===== src/rtl/serial_sub_pkg.sv =====
// rtl/serial_sub_pkg.sv - shared state encoding and defaults for the bit-serial subtractor
package serial_sub_pkg;

  typedef enum logic [1:0] {
    ST_IDLE   = 2'd0,
    ST_RUN    = 2'd1,
    ST_DONE   = 2'd2,
    ST_UNUSED = 2'd3
  } state_e;

  localparam int DEFAULT_WIDTH = 4;

endpackage


===== src/rtl/full_subtractor.sv =====
// rtl/full_subtractor.sv - combinational one-bit full subtractor cell
module full_subtractor (
  input  logic in_1,
  input  logic in_2,
  input  logic b_in,
  output logic diff,
  output logic b_out
);

  assign diff  = in_1 ^ in_2 ^ b_in;
  assign b_out = (~in_1 & in_2) | (~(in_1 ^ in_2) & b_in);

endmodule


===== src/rtl/serial_subtractor.sv =====
// rtl/serial_subtractor.sv - LSB-first bit-serial subtractor with start/busy/done handshake
module serial_subtractor
  import serial_sub_pkg::*;
#(
  parameter int WIDTH = DEFAULT_WIDTH
) (
  input  logic             clk,
  input  logic             rst_n,
  input  logic             start,
  input  logic [WIDTH-1:0] in_1,
  input  logic [WIDTH-1:0] in_2,
  input  logic             b_in,
  output logic             busy,
  output logic             done,
  output logic [WIDTH-1:0] diff,
  output logic             b_out
);

  localparam int CW = $clog2(WIDTH);
  localparam logic [CW-1:0] LAST_CNT = CW'(WIDTH - 1);

  state_e           r_state;
  state_e           w_next;
  logic [WIDTH-1:0] r_a_sr;
  logic [WIDTH-1:0] r_b_sr;
  logic [WIDTH-1:0] r_d_sr;
  logic [WIDTH-1:0] r_diff;
  logic             r_bor;
  logic             r_b_out;
  logic [CW-1:0]    r_cnt;
  logic             w_d;
  logic             w_bor;
  logic             w_last;

  full_subtractor u_fs (
    .in_1  (r_a_sr[0]),
    .in_2  (r_b_sr[0]),
    .b_in  (r_bor),
    .diff  (w_d),
    .b_out (w_bor)
  );

  assign w_last = (r_cnt == LAST_CNT);

  always_ff @(posedge clk or negedge rst_n) begin
    if (!rst_n) begin
      r_state <= ST_IDLE;
    end else begin
      r_state <= w_next;
    end
  end

  always_comb begin
    w_next = ST_IDLE;
    case (r_state)
      ST_IDLE: w_next = start ? ST_RUN : ST_IDLE;
      ST_RUN:  w_next = w_last ? ST_DONE : ST_RUN;
      ST_DONE: w_next = ST_IDLE;
      default: w_next = ST_IDLE;
    endcase
  end

  // The counter parks at its last value instead of wrapping; IDLE clears it.
  always_ff @(posedge clk or negedge rst_n) begin
    if (!rst_n) begin
      r_a_sr  <= '0;
      r_b_sr  <= '0;
      r_d_sr  <= '0;
      r_diff  <= '0;
      r_bor   <= 1'b0;
      r_b_out <= 1'b0;
      r_cnt   <= '0;
    end else begin
      case (r_state)
        ST_IDLE: begin
          if (start) begin
            r_a_sr <= in_1;
            r_b_sr <= in_2;
            r_bor  <= b_in;
            r_cnt  <= '0;
          end
        end
        ST_RUN: begin
          r_a_sr <= r_a_sr >> 1;
          r_b_sr <= r_b_sr >> 1;
          r_bor  <= w_bor;
          r_d_sr <= {w_d, r_d_sr[WIDTH-1:1]};
          if (w_last) begin
            r_diff  <= {w_d, r_d_sr[WIDTH-1:1]};
            r_b_out <= w_bor;
          end else begin
            r_cnt <= r_cnt + CW'(1);
          end
        end
        default: begin
        end
      endcase
    end
  end

  assign busy  = (r_state == ST_RUN);
  assign done  = (r_state == ST_DONE);
  assign diff  = r_diff;
  assign b_out = r_b_out;

endmodule


===== config.mk =====
export PLATFORM = sky130hd
export DESIGN_NAME = serial_subtractor
export DESIGN_NICKNAME = d
export VERILOG_FILES = /design/src/rtl/serial_sub_pkg.sv /design/src/rtl/full_subtractor.sv /design/src/rtl/serial_subtractor.sv
export SDC_FILE = /design/constraint.sdc
export NUM_CORES = 1
export LEC_CHECK = 0
export BUFFER_PORTS_ARGS = -buffer_cell sky130_fd_sc_hd__buf_2
export CORE_MARGIN = 3
export CORE_UTILIZATION = 41
export CTS_CLUSTER_SIZE = 30
export DETAILED_ROUTE_END_ITERATION = 10
export GPL_TIMING_DRIVEN = 0
export PLACE_DENSITY = 0.67
export RECOVER_POWER = 50
export SETUP_SLACK_MARGIN = 0.15
export SYNTH_ARGS = -nofsm -noshare
export SYNTH_HDL_FRONTEND = slang
export SYNTH_SLANG_ARGS = --single-unit

===== constraint.sdc =====
create_clock -name clk -period 2 [get_ports clk]
set_clock_uncertainty 0.05 [all_clocks]
set_input_delay 0.4 -clock clk [delete_from_list [all_inputs] [get_ports clk]]
set_output_delay 0.4 -clock clk [all_outputs]
set_load 0.02 [all_outputs]

==> results of run 1 <==
-- synth_stat cells, drive strengths merged --
cell type / n
nand4bb: 1
o21bai: 1
nand2b: 4
nand2: 1
nand3: 1
nor4bb: 1
dfrtp: 21
o21ba: 1
or4b: 2
nor4b: 5
inv: 10
a221oi: 3
a21oi: 1
and3: 1
nor2: 1
a211o: 1
o311ai: 1
a221o: 1
ha: 1
mux2i: 1
o221ai: 1
mux2: 7
buf: 5
a211oi: 2
o221a: 2
nor3b: 2
nand3b: 1
and3b: 1
fa: 1
nor2b: 1
-- worst min-delay path: cells and delay by family --
kind	cells	cell delay [ns]
buffers and inverters	1	0.08
and+or+nand+nor	1	0.08
AOI/OAI and AO/OA	1	0.11
-- area by class of cell --
| class | count | area [um2] | share of cell area (%) |
|---|---|---|---|
| multi-input combinational | 46 | 414 | 35.0 |
| timing repair buffer | 19 | 101 | 8.57 |
| sequential | 21 | 526 | 44.4 |
| tap | 28 | 35.0 | 2.96 |
| inverter | 10 | 37.5 | 3.17 |
| clock buffer | 4 | 26.3 | 2.22 |
| buffer | 5 | 42.5 | 3.60 |
-- registers in the layout, summed over array words and instances, names as in the netlist --
name	cells
r_a_sr	4
r_d_sr	3
r_state	2
r_bor	1
diff	4
b_out	1
r_b_sr	4
r_cnt	2
-- power groups by stage --
stage / Clock, mW / Combinational, mW / Sequential (mW)
after detailed placement: 0 / 0.879 / 0.750
after CTS: 0.208 / 0.879 / 0.743
after global routing: 0.233 / 0.953 / 0.769
final: 0.201 / 0.858 / 0.741
after floorplan: 0 / 0.610 / 0.787
after global placement: 0 / 0.857 / 0.742
-- stage by stage --
| stage | util, % | cells | total power [mW] | setup WS, ns | area [um2] |
|---|---|---|---|---|---|
| 2_1_floorplan | - | 82 | 1.40 | 0.533 | 1030 |
| 3_3_place_gp | 50.1 | 128 | 1.60 | 0.542 | 1150 |
| 3_5_place_dp | 50.1 | 128 | 1.63 | 0.541 | 1150 |
| 4_1_cts | 51.7 | 133 | 1.83 | 0.185 | 1190 |
| 5_1_grt | 51.5 | 133 | 1.95 | 0.149 | 1180 |
| 6_report | 51.5 | 133 | 1.80 | 0.237 | 1180 |
-- routing by layer --
layer / vias up / global-route usage (%) / wire length [um]
met2: 17 / 19.9 / 851
met4: 0 / 6.10 / 37
met3: 4 / 3.25 / 104
met1: 356 / 17.7 / 886
met5: - / 0 / 0
li1: 349 / - / -
-- cell families (layout without fill, tap and decap cells) --
logic type,count (synthesis),count (layout),share of synthesized area (%)
flip-flops,21,21,51.2
multiplexers,8,8,8.66
buffers and inverters,15,38,7.19
AND/OR/NAND/NOR,22,22,17.4
AO/OA/AOI/OAI,14,14,12.3
adder cells (fa/ha/maj),2,2,3.17
-- worst max path at each step --
| stage | cells past startpoint | from | endpoint | slack (ns) |
|---|---|---|---|---|
| after floorplan | 3 | r_state[0] | done | 0.53 |
| after global placement | 4 | r_state[0] | done | 0.54 |
| after detailed placement | 4 | r_state[0] | done | 0.54 |
| after CTS | 4 | r_state[0] | done | 0.18 |
| after global routing | 3 | r_state[1] | busy | 0.15 |
| final | 4 | r_state[0] | done | 0.24 |
-- timing repair --
| item | in CTS | in global routing |
|---|---|---|
| hold buffers | 1 | 0 |
| endpoints found under the hold margin | 11 | 0 |
| resized for setup | 0 | 3 |
| buffers inserted | 0 | 0 |
| setup endpoints to repair | 0 | 2 |
==> impl_metrics.py, run 1 <==
metrics = {
    "worst_setup_path": {
        "worstPathRequired_ns": 1.55,
        "category_of_the_worst_setup_path_launch_point": "flip-flop",
        "slowest_stage": "dfrtp_1",
        "worstRegToRegCells": 3,
        "critical-path-top-cell-by-count": "buf_4",
        "worstPathBufferInverterCount": 3,
        "worst-path-max-fanout": 10,
        "critPathArrivalTime_ns": 1.31,
        "critical_path.top_delay_family": "buffers and inverters",
        "cp_cell_sequence": "buf_6 -> buf_4 -> nor2b_1 -> buf_4",
        "worst_r2r_endpoint": "diff[0]",
        "timing.critical_path.slowest_cell_delay_ns": 0.43,
        "rr_startpoint": "r_cnt[0]",
        "rrSetupSlack_ns": 0.50,
        "classification_of_the_worst_setup_path": "flip-flop to primary output",
        "end_kind": "primary output",
    },
    "sta": {
        "timing.fmax_ghz": 0.567,
        "worst_slew_margin_rel_pct": 27.4,
        "setup_violations": 0,
        "slew_viol_final": 0,
        "setup-tns-final_ns": 0,
        "hold_viol_final": 0,
        "worst_slew_pin_slew_ns": 1.09,
        "hold_slack_ns": 0.348,
        "grt_setup_unrepaired": "yes",
        "layout_worst_path_cycle_share_pct": 88.1,
        "layout_min_cycle_time_ns": 1.76,
    },
    "global_routing": {
        "first_global_vias": 721,
        "global_route_congestion_overflow_total": 0,
        "grt_use_total_pct": 13.2,
        "largest_net_degree_at_the_start_of_global_routing": 22,
        "antenna_found_initial": 0,
        "grt_first_pass_wirelength_um": 3270,
    },
    "clock_network": {
        "clock_insertion_delay_at_the_later_pin_of_the_skew_report_ns": 0.30,
        "cts_root_buf": "clkbuf_4",
        "numCtsBuffers": 3,
        "clock_sinks": 21,
        "clkTransAtPathRegs_ns": 0.11,
        "clk_path_buf_depth": 2,
        "cts_tree": "done",
        "htree_num_levels": 1,
    },
    "detailed_routing": {
        "route.antenna.remaining_nets": 0,
        "drt-wirelength-per-cell_um": 14.1,
        "post_drt_via_cell_ratio": 5.46,
        "detailroute.via_count": 726,
        "drt_iter0_markers": 8,
        "routed_wire_length_um": 1880,
        "dr.pass1.iters": 4,
        "drcViolationCount": 0,
    },
    "floorplan": {
        "floorplan.die.width_um": 56.0,
        "row_count": 17,
        "die-height_um": 56.0,
        "die_area_um2": 3140,
        "num_io_pins": 19,
        "core-area_um2": 2300,
        "initial_utilization_pct": 44.7,
    },
    "pwr": {
        "power.share.combinational_pct": 47.7,
        "relative_contribution_of_the_clock_network_to_total_power_pct": 11.2,
        "share_of_power_burned_in_registers_pct": 41.2,
        "internal_power_mw": 1.12,
        "vdd_ir_drop_max_uv": 736,
        "power_dens_cells_nw_per_um2": 1520,
        "netSwitchingPower_mw": 0.679,
        "cellLeakagePower_nw": 0.564,
        "p_sw_share_pct": 37.7,
    },
    "layout": {
        "layout_commonest_cell": "dfrtp_1",
        "layout.cells.most_common_list": "dfrtp_1 (21), buf_2 (17), inv_1 (9)",
        "antenna-diode-count": 0,
        "design.final.nets": 120,
        "final.fill_count": 228,
        "post_route_cells_drive_above_1_share_pct": 31.4,
        "synth_to_final_area_change_pct": 15.2,
    },
    "flow_run": {
        "max_cap_viols": 0,
    },
    "placed_design": {
        "gpl.final_weighted_congestion": 0.693,
        "buffer_ports.inserted": 18,
        "place_hpwl_um": 1390,
    },
    "min_path": {
        "min-delay-path-class": "input pin to flip-flop",
        "holdPathEnd": "r_b_sr[3]",
        "whs_path_depth": 3,
        "hp-start": "in_2[3]",
    },
    "logic_synthesis": {
        "yosysTopAreaCell": "dfrtp_1",
        "synthesis.instances": 82,
        "synth_top_area_share_pct": 51.2,
        "synthesis.nets": 96,
        "synth_area_leaders": "dfrtp_1 (51%), mux2_1 (4.4%), nor4b_1 (4.3%)",
        "post_synth_num_cell_types": 34,
        "postSynthAreaPerCell_um2": 12.5,
        "ys_seq_area_share_pct": 51.2,
        "number_of_synthesized_register_bits": 21,
        "post_synth_instance_area_um2": 1030,
        "ys.warnings.count": 0,
    },
    "outcome": {
        "result_of_the_run": "finished, final reports clean",
    },
}
Note: power is estimated with default switching activity, not from simulation.
==> run 2, diff against run 1 <==
--- a/config.mk
+++ b/config.mk
@@ -14,6 +14,7 @@
 export PLACE_DENSITY = 0.67
 export RECOVER_POWER = 50
 export SETUP_SLACK_MARGIN = 0.15
+export SLEW_MARGIN = 0
 export SYNTH_ARGS = -nofsm -noshare
 export SYNTH_HDL_FRONTEND = slang
 export SYNTH_SLANG_ARGS = --single-unit
==> constraint.sdc (replaced) <==
create_clock -name clk -period 2 [get_ports clk]
set_clock_uncertainty 0.05 [all_clocks]
set_input_delay 0 -clock clk [delete_from_list [all_inputs] [get_ports clk]]
set_output_delay 0 -clock clk [all_outputs]
set_load 0.02 [all_outputs]
==> run 2 against run 1 <==
Sequential cell count stayed put. Worst hold slack got worse by 0.35 ns. Clock power hardly changed. Sequential power about the same. Die area stayed put. Critical endpoint is now r_b_sr[3]. Design area is 2.5% higher. Combinational power increased by 0.7%. Wire length rose by 0.96%. Core utilization grew 1.3 points. Largest cell class unchanged. Non-clock buffer count up 3. First-iteration DRC count fell by 50%.
==> impl_metrics.py, run 2 (same netlist as run 1, synthesis figures left out) <==
metrics = {
    "sta": {
        "worst_slew_pin_slew_ns": 1.09,
        "layout_worst_path_cycle_share_pct": 79.3,
        "setup_violations": 0,
        "timing.fmax_ghz": 0.630,
        "setup-tns-final_ns": 0,
        "grt_setup_unrepaired": "no",
        "slew_viol_final": 0,
        "layout_min_cycle_time_ns": 1.59,
        "worst_slew_margin_rel_pct": 27.3,
        "hold_viol_final": 0,
    },
    "clock_network": {
        "htree_num_levels": 1,
        "cts_root_buf": "clkbuf_4",
        "clock_insertion_delay_at_the_later_pin_of_the_skew_report_ns": 0.30,
        "clk_path_buf_depth": 2,
        "numCtsBuffers": 3,
        "cts-hold-fix-buffers": 4,
        "postCtsSetupRepairBufs": 0,
        "clkTransAtPathRegs_ns": 0.11,
        "cts_tree": "done",
        "clock_sinks": 21,
        "cts_repair_resize_count": 0,
    },
    "detailed_routing": {
        "dr.pass1.iters": 6,
        "drcViolationCount": 0,
        "drt-wirelength-per-cell_um": 14.0,
        "routed_wire_length_um": 1900,
        "route.antenna.remaining_nets": 0,
        "post_drt_via_cell_ratio": 5.32,
        "drt_iter0_markers": 4,
        "detailroute.via_count": 724,
    },
    "floorplan": {
        "floorplan.die.width_um": 56.0,
        "die-height_um": 56.0,
        "initial_utilization_pct": 44.7,
        "row_count": 17,
        "num_io_pins": 19,
        "core-area_um2": 2300,
        "die_area_um2": 3140,
    },
    "global_routing": {
        "grt_use_total_pct": 13.3,
        "first_global_vias": 723,
        "global_route_congestion_overflow_total": 0,
        "grt_first_pass_wirelength_um": 3300,
        "largest_net_degree_at_the_start_of_global_routing": 22,
        "antenna_found_initial": 0,
    },
    "layout": {
        "finish.utilization_pct": 52.8,
        "synth_to_final_area_change_pct": 18.2,
        "antenna-diode-count": 0,
        "design.final.nets": 123,
        "layout.cells.most_common_list": "dfrtp_1 (21), buf_2 (16), inv_1 (9)",
        "post_route_cells_drive_above_1_share_pct": 28.7,
        "layout_commonest_cell": "dfrtp_1",
    },
    "pwr": {
        "relative_contribution_of_the_clock_network_to_total_power_pct": 11.1,
        "share_of_power_burned_in_registers_pct": 41.1,
        "internal_power_mw": 1.12,
        "power_dens_cells_nw_per_um2": 1490,
        "power.share.combinational_pct": 47.9,
        "netSwitchingPower_mw": 0.688,
        "p_sw_share_pct": 38.1,
        "vdd_ir_drop_max_uv": 735,
        "cellLeakagePower_nw": 0.582,
    },
    "flow_run": {
        "max_cap_viols": 0,
    },
    "worst_setup_path": {
        "critPathArrivalTime_ns": 1.74,
        "category_of_the_worst_setup_path_launch_point": "flip-flop",
        "worstRegToRegCells": 4,
        "worstSetupEndpoint": "r_b_sr[3]",
        "rrSetupSlack_ns": 0.41,
        "worstPathRequired_ns": 2.16,
        "classification_of_the_worst_setup_path": "flip-flop to flip-flop",
        "rr_startpoint": "r_state[0]",
        "end_kind": "flip-flop",
        "worst-path-max-fanout": 10,
        "worst_r2r_endpoint": "r_b_sr[3]",
        "critPathLaunch": "r_state[0]",
    },
    "outcome": {
        "result_of_the_run": "finished, final reports clean",
    },
    "min_path": {
        "min-delay-path-class": "input pin to flip-flop",
    },
    "placed_design": {
        "buffer_ports.inserted": 18,
        "place_hpwl_um": 1390,
        "gpl.final_weighted_congestion": 0.693,
    },
}
-- run 2: cell types whose count changed in the layout (fill, tap and decap cells not counted), sizes merged --
cell,previous run,this run
clkbuf,6,8
dlygate4sd3,1,4
buf,21,19
-- run 2: worst min-delay path by stage --
stage             from   endpoint  slack, ns  cells after the start
6_report       in_1[0]  r_a_sr[0]     0.0007                      3
5_1_grt        in_1[0]  r_a_sr[0]      0.005                      3
4_1_cts        in_1[2]  r_a_sr[2]      0.003                      3
3_5_place_dp     rst_n    diff[3]      -0.07                      1
3_3_place_gp     rst_n    diff[3]      -0.06                      1
2_1_floorplan    rst_n      b_out      -0.35                      0
-- run 2: metrics by stage --
| stage | hold WS [ns] | std cells | total power [mW] | setup slack (ns) | instance area, um2 |
|---|---|---|---|---|---|
| global route | 0.00451 | 136 | 1.96 | 0.371 | 1210 |
| CTS | 0.00288 | 136 | 1.84 | 0.422 | 1220 |
| global placement | -0.0647 | 128 | 1.60 | 0.649 | 1150 |
| finish | 0.000657 | 136 | 1.81 | 0.413 | 1210 |
| detailed placement | -0.0716 | 128 | 1.63 | 0.659 | 1150 |
| floorplan | -0.346 | 82 | 1.40 | 0.720 | 1030 |
-- run 2: routing by layer --
metal | track usage (%) | vias to the layer above | share of wire (%)
met4 | 6.10 | 0 | 1.5
met1 | 18.0 | 347 | 48
li1 | - | 355 | -
met5 | 0 | - | 0
met3 | 3.25 | 2 | 5.4
met2 | 19.9 | 20 | 45
-- run 2: cell type report --
class | count | area, um2
buffer | 5 | 36.3
clock buffer | 4 | 26.3
fill | 222 | 1080
inverter | 10 | 37.5
multi-input combinational | 46 | 427
sequential | 21 | 526
tap | 28 | 35.0
timing repair buffer | 22 | 125
-- run 2: worst max-delay path, cell delays in order (launching register included) --
cell	delay, ns
dfrtp_1	0.43
buf_4	0.19
nand4bb_1	0.18
dlygate4sd3_1	0.56
o311ai_1	0.09
-- run 2: power groups by stage --
| stage | Combinational [mW] | Clock, mW | Sequential (mW) |
|---|---|---|---|
| detailed placement | 0.879 | 0 | 0.750 |
| floorplan | 0.610 | 0 | 0.787 |
| global placement | 0.857 | 0 | 0.742 |
| CTS | 0.887 | 0.208 | 0.743 |
| global route | 0.961 | 0.233 | 0.768 |
| finish | 0.864 | 0.200 | 0.741 |
==> run 3, diff against run 2 <==
--- a/config.mk
+++ b/config.mk
@@ -5,6 +5,7 @@
 export SDC_FILE = /design/constraint.sdc
 export NUM_CORES = 1
 export LEC_CHECK = 0
+export ABC_AREA = 1
 export BUFFER_PORTS_ARGS = -buffer_cell sky130_fd_sc_hd__buf_2
 export CORE_MARGIN = 3
 export CORE_UTILIZATION = 41
==> constraint.sdc (replaced) <==
create_clock -name clk -period 1.6 [get_ports clk]
set_clock_uncertainty 0.05 [all_clocks]
set_input_delay 0 -clock clk [delete_from_list [all_inputs] [get_ports clk]]
set_output_delay 0 -clock clk [all_outputs]
set_load 0.02 [all_outputs]
==> run 3 against run 2 <==
Wire length up 5.7%. Non-clock buffer count up 5. Critical path depth unchanged. Power up 29%.
==> impl_metrics.py, run 3 <==
metrics = {
    "floorplan": {
        "num_io_pins": 19,
        "die_area_um2": 3160,
        "initial_utilization_pct": 44.9,
        "floorplan.die.width_um": 56.2,
        "die-height_um": 56.2,
        "row_count": 17,
        "core-area_um2": 2300,
    },
    "worst_setup_path": {
        "rrSetupSlack_ns": 0.30,
        "classification_of_the_worst_setup_path": "flip-flop to flip-flop",
        "end_kind": "flip-flop",
        "cp_cell_sequence": "inv_1 -> fa_1 -> inv_1 -> o21ai_0",
        "worstPathRequired_ns": 1.78,
        "critPathLaunch": "r_b_sr[0]",
        "critical-path-top-cell-by-count": "inv_1",
        "rr_startpoint": "r_b_sr[0]",
        "slowest_stage": "fa_1",
        "category_of_the_worst_setup_path_launch_point": "flip-flop",
        "critPathArrivalTime_ns": 1.48,
        "worst-path-max-fanout": 2,
        "critical_path.top_delay_family": "adder cells",
        "worstPathBufferInverterCount": 2,
        "timing.critical_path.slowest_cell_delay_ns": 0.54,
    },
    "detailed_routing": {
        "routed_wire_length_um": 2010,
        "post_drt_via_cell_ratio": 4.72,
        "dr.pass1.iters": 4,
        "drcViolationCount": 0,
        "route.antenna.remaining_nets": 0,
        "detailroute.via_count": 844,
        "drt-wirelength-per-cell_um": 11.2,
        "drt_iter0_markers": 18,
    },
    "clock_network": {
        "clock_insertion_delay_at_the_later_pin_of_the_skew_report_ns": 0.30,
        "clock_sinks": 21,
        "cts-hold-fix-buffers": 11,
        "postCtsSetupRepairBufs": 0,
        "numCtsBuffers": 3,
        "cts_root_buf": "clkbuf_4",
        "clk_path_buf_depth": 2,
        "clkTransAtPathRegs_ns": 0.12,
        "cts_tree": "done",
        "cts_repair_resize_count": 0,
        "htree_num_levels": 1,
    },
    "pwr": {
        "power.share.combinational_pct": 49.4,
        "vdd_ir_drop_max_uv": 979,
        "power_dens_cells_nw_per_um2": 1800,
        "share_of_power_burned_in_registers_pct": 39.7,
        "totalPowerFinal_mw": 2.33,
        "internal_power_mw": 1.29,
        "p_sw_share_pct": 44.7,
        "netSwitchingPower_mw": 1.04,
        "relative_contribution_of_the_clock_network_to_total_power_pct": 11.0,
        "cellLeakagePower_nw": 0.700,
    },
    "logic_synthesis": {
        "ys.warnings.count": 0,
        "synthesis.instances": 118,
        "synth_enable_flop_cells": 0,
        "postSynthAreaPerCell_um2": 8.75,
        "number_of_synthesized_register_bits": 21,
        "synthesis.nets": 132,
        "synth_top_area_share_pct": 50.9,
        "synthArstFlopShare_pct": 100,
        "synth_area_leaders": "dfrtp_1 (51%), nand2_1 (15%), nand2_2 (7.3%)",
        "synth_top_family_by_area": "simple AND/OR/NAND/NOR gates",
        "synth_common_cells": "nand2_1 (40), dfrtp_1 (21), nand2_2 (12), nand3_1 (12), inv_1 (9)",
        "ys_dominant_reg_cell": "dfrtp_1",
        "yosysTopAreaCell": "dfrtp_1",
        "post_synth_num_cell_types": 21,
        "synth_xor_xnor_area_share_pct": 0,
        "ys_seq_area_share_pct": 50.9,
        "multiplexer_area_fraction_after_synthesis_pct": 0,
        "synthMostInstantiatedCell": "nand2_1",
        "synth_adder_area_share_pct": 3.15,
        "post_synth_instance_area_um2": 1030,
        "synth_compound_area_share_pct": 4.97,
        "synth_simple_gate_area_share_pct": 32.7,
    },
    "layout": {
        "layout_commonest_cell": "nand2_1",
        "post_route_cells_drive_above_1_share_pct": 27.8,
        "synth_to_final_area_change_pct": 25.0,
        "design.final.nets": 166,
        "finish.utilization_pct": 56.2,
        "final.fill_count": 218,
        "antenna-diode-count": 0,
        "layout.cells.most_common_list": "nand2_1 (40), dfrtp_1 (21), buf_2 (14)",
    },
    "placed_design": {
        "gpl.final_weighted_congestion": 0.734,
        "buffer_ports.inserted": 18,
        "place_hpwl_um": 1420,
    },
    "sta": {
        "layout_min_cycle_time_ns": 1.30,
        "slew_viol_final": 0,
        "layout_worst_path_cycle_share_pct": 81.4,
        "worst_slew_pin_slew_ns": 1.13,
        "hold_viol_final": 0,
        "worst_slew_margin_rel_pct": 24.9,
        "timing.fmax_ghz": 0.768,
        "setup-tns-final_ns": 0,
        "grt_setup_unrepaired": "no",
        "setup_violations": 0,
    },
    "outcome": {
        "result_of_the_run": "finished, final reports clean",
    },
    "global_routing": {
        "largest_net_degree_at_the_start_of_global_routing": 22,
        "use_met2_pct": 23.7,
        "grt_use_total_pct": 14.2,
        "gr-max-usage-layer": "met2",
        "antenna_found_initial": 0,
        "grt_first_pass_wirelength_um": 3650,
        "gr-usage-met1_pct": 18.7,
        "global_route.usage.met3_pct": 2.09,
        "first_global_vias": 880,
        "global_route_congestion_overflow_total": 0,
    },
    "flow_run": {
        "max_cap_viols": 0,
    },
    "min_path": {
        "min-delay-path-class": "input pin to async pin",
    },
}
## run 3: cell count changes in the layout (fill, tap and decap cells not counted), moves of 5 or more
cell	delta
dlygate4sd3_1	+7
nand2_1	+39
nand2_2	+12
nand3_1	+11
nor4b_1	-5
## run 3: kinds of logic after synthesis
family / after synthesis
AND/OR/NAND/NOR: 71
flip-flops: 21
buffers and inverters: 16
adder cells (fa/ha/maj): 2
AO/OA/AOI/OAI: 8
## run 3: layer usage
layer,vias to the layer above,wire [um]
met5,-,0
met4,0,12
met3,2,78
met2,16,943
met1,392,972
li1,434,-
## run 3: area by class of cell
type | instances | area [um2] | area share (%)
clock buffer | 3 | 22.5 | 1.75
inverter | 13 | 55.1 | 4.27
sequential | 21 | 526 | 40.7
buffer | 3 | 30.0 | 2.33
tap | 28 | 35.0 | 2.72
timing repair buffer | 29 | 195 | 15.1
multi-input combinational | 81 | 422 | 32.7
clock inverter | 1 | 5.00 | 0.388
## run 3: worst register-to-register path, cell delays in order, from the launching register on
cell	delay, ns
dfrtp_1	0.38
inv_1	0.07
fa_1	0.54
inv_1	0.05
o21ai_0	0.15
## run 3: power groups by stage
stage | Sequential [mW] | Clock, mW | Combinational, mW
2_1_floorplan | 0.989 | 0 | 0.801
3_3_place_gp | 0.929 | 0 | 1.12
3_5_place_dp | 0.934 | 0 | 1.15
4_1_cts | 0.924 | 0.271 | 1.18
5_1_grt | 0.957 | 0.289 | 1.31
6_report | 0.923 | 0.255 | 1.15
## run 3: final timing paths
check,end,cells past startpoint
min in group clk,r_a_sr[3],4
setup / recovery,r_d_sr[3],4
hold / removal,r_a_sr[2],2
max in group asynchronous,r_cnt[0],2
hold reg to reg,b_out,2
setup reg to reg,r_d_sr[3],4
## run 3: per-stage QoR
| step | cells | hold WS (ns) | setup slack [ns] | cell area, um2 |
|---|---|---|---|---|
| global placement | 164 | -0.0644 | 0.327 | 1160 |
| global route | 179 | 0.455 | 0.215 | 1290 |
| detailed placement | 164 | -0.0674 | 0.307 | 1160 |
| floorplan | 118 | -0.346 | 0.388 | 1030 |
| CTS | 179 | 0.131 | 0.289 | 1290 |
| finish | 179 | 0.374 | 0.298 | 1290 |
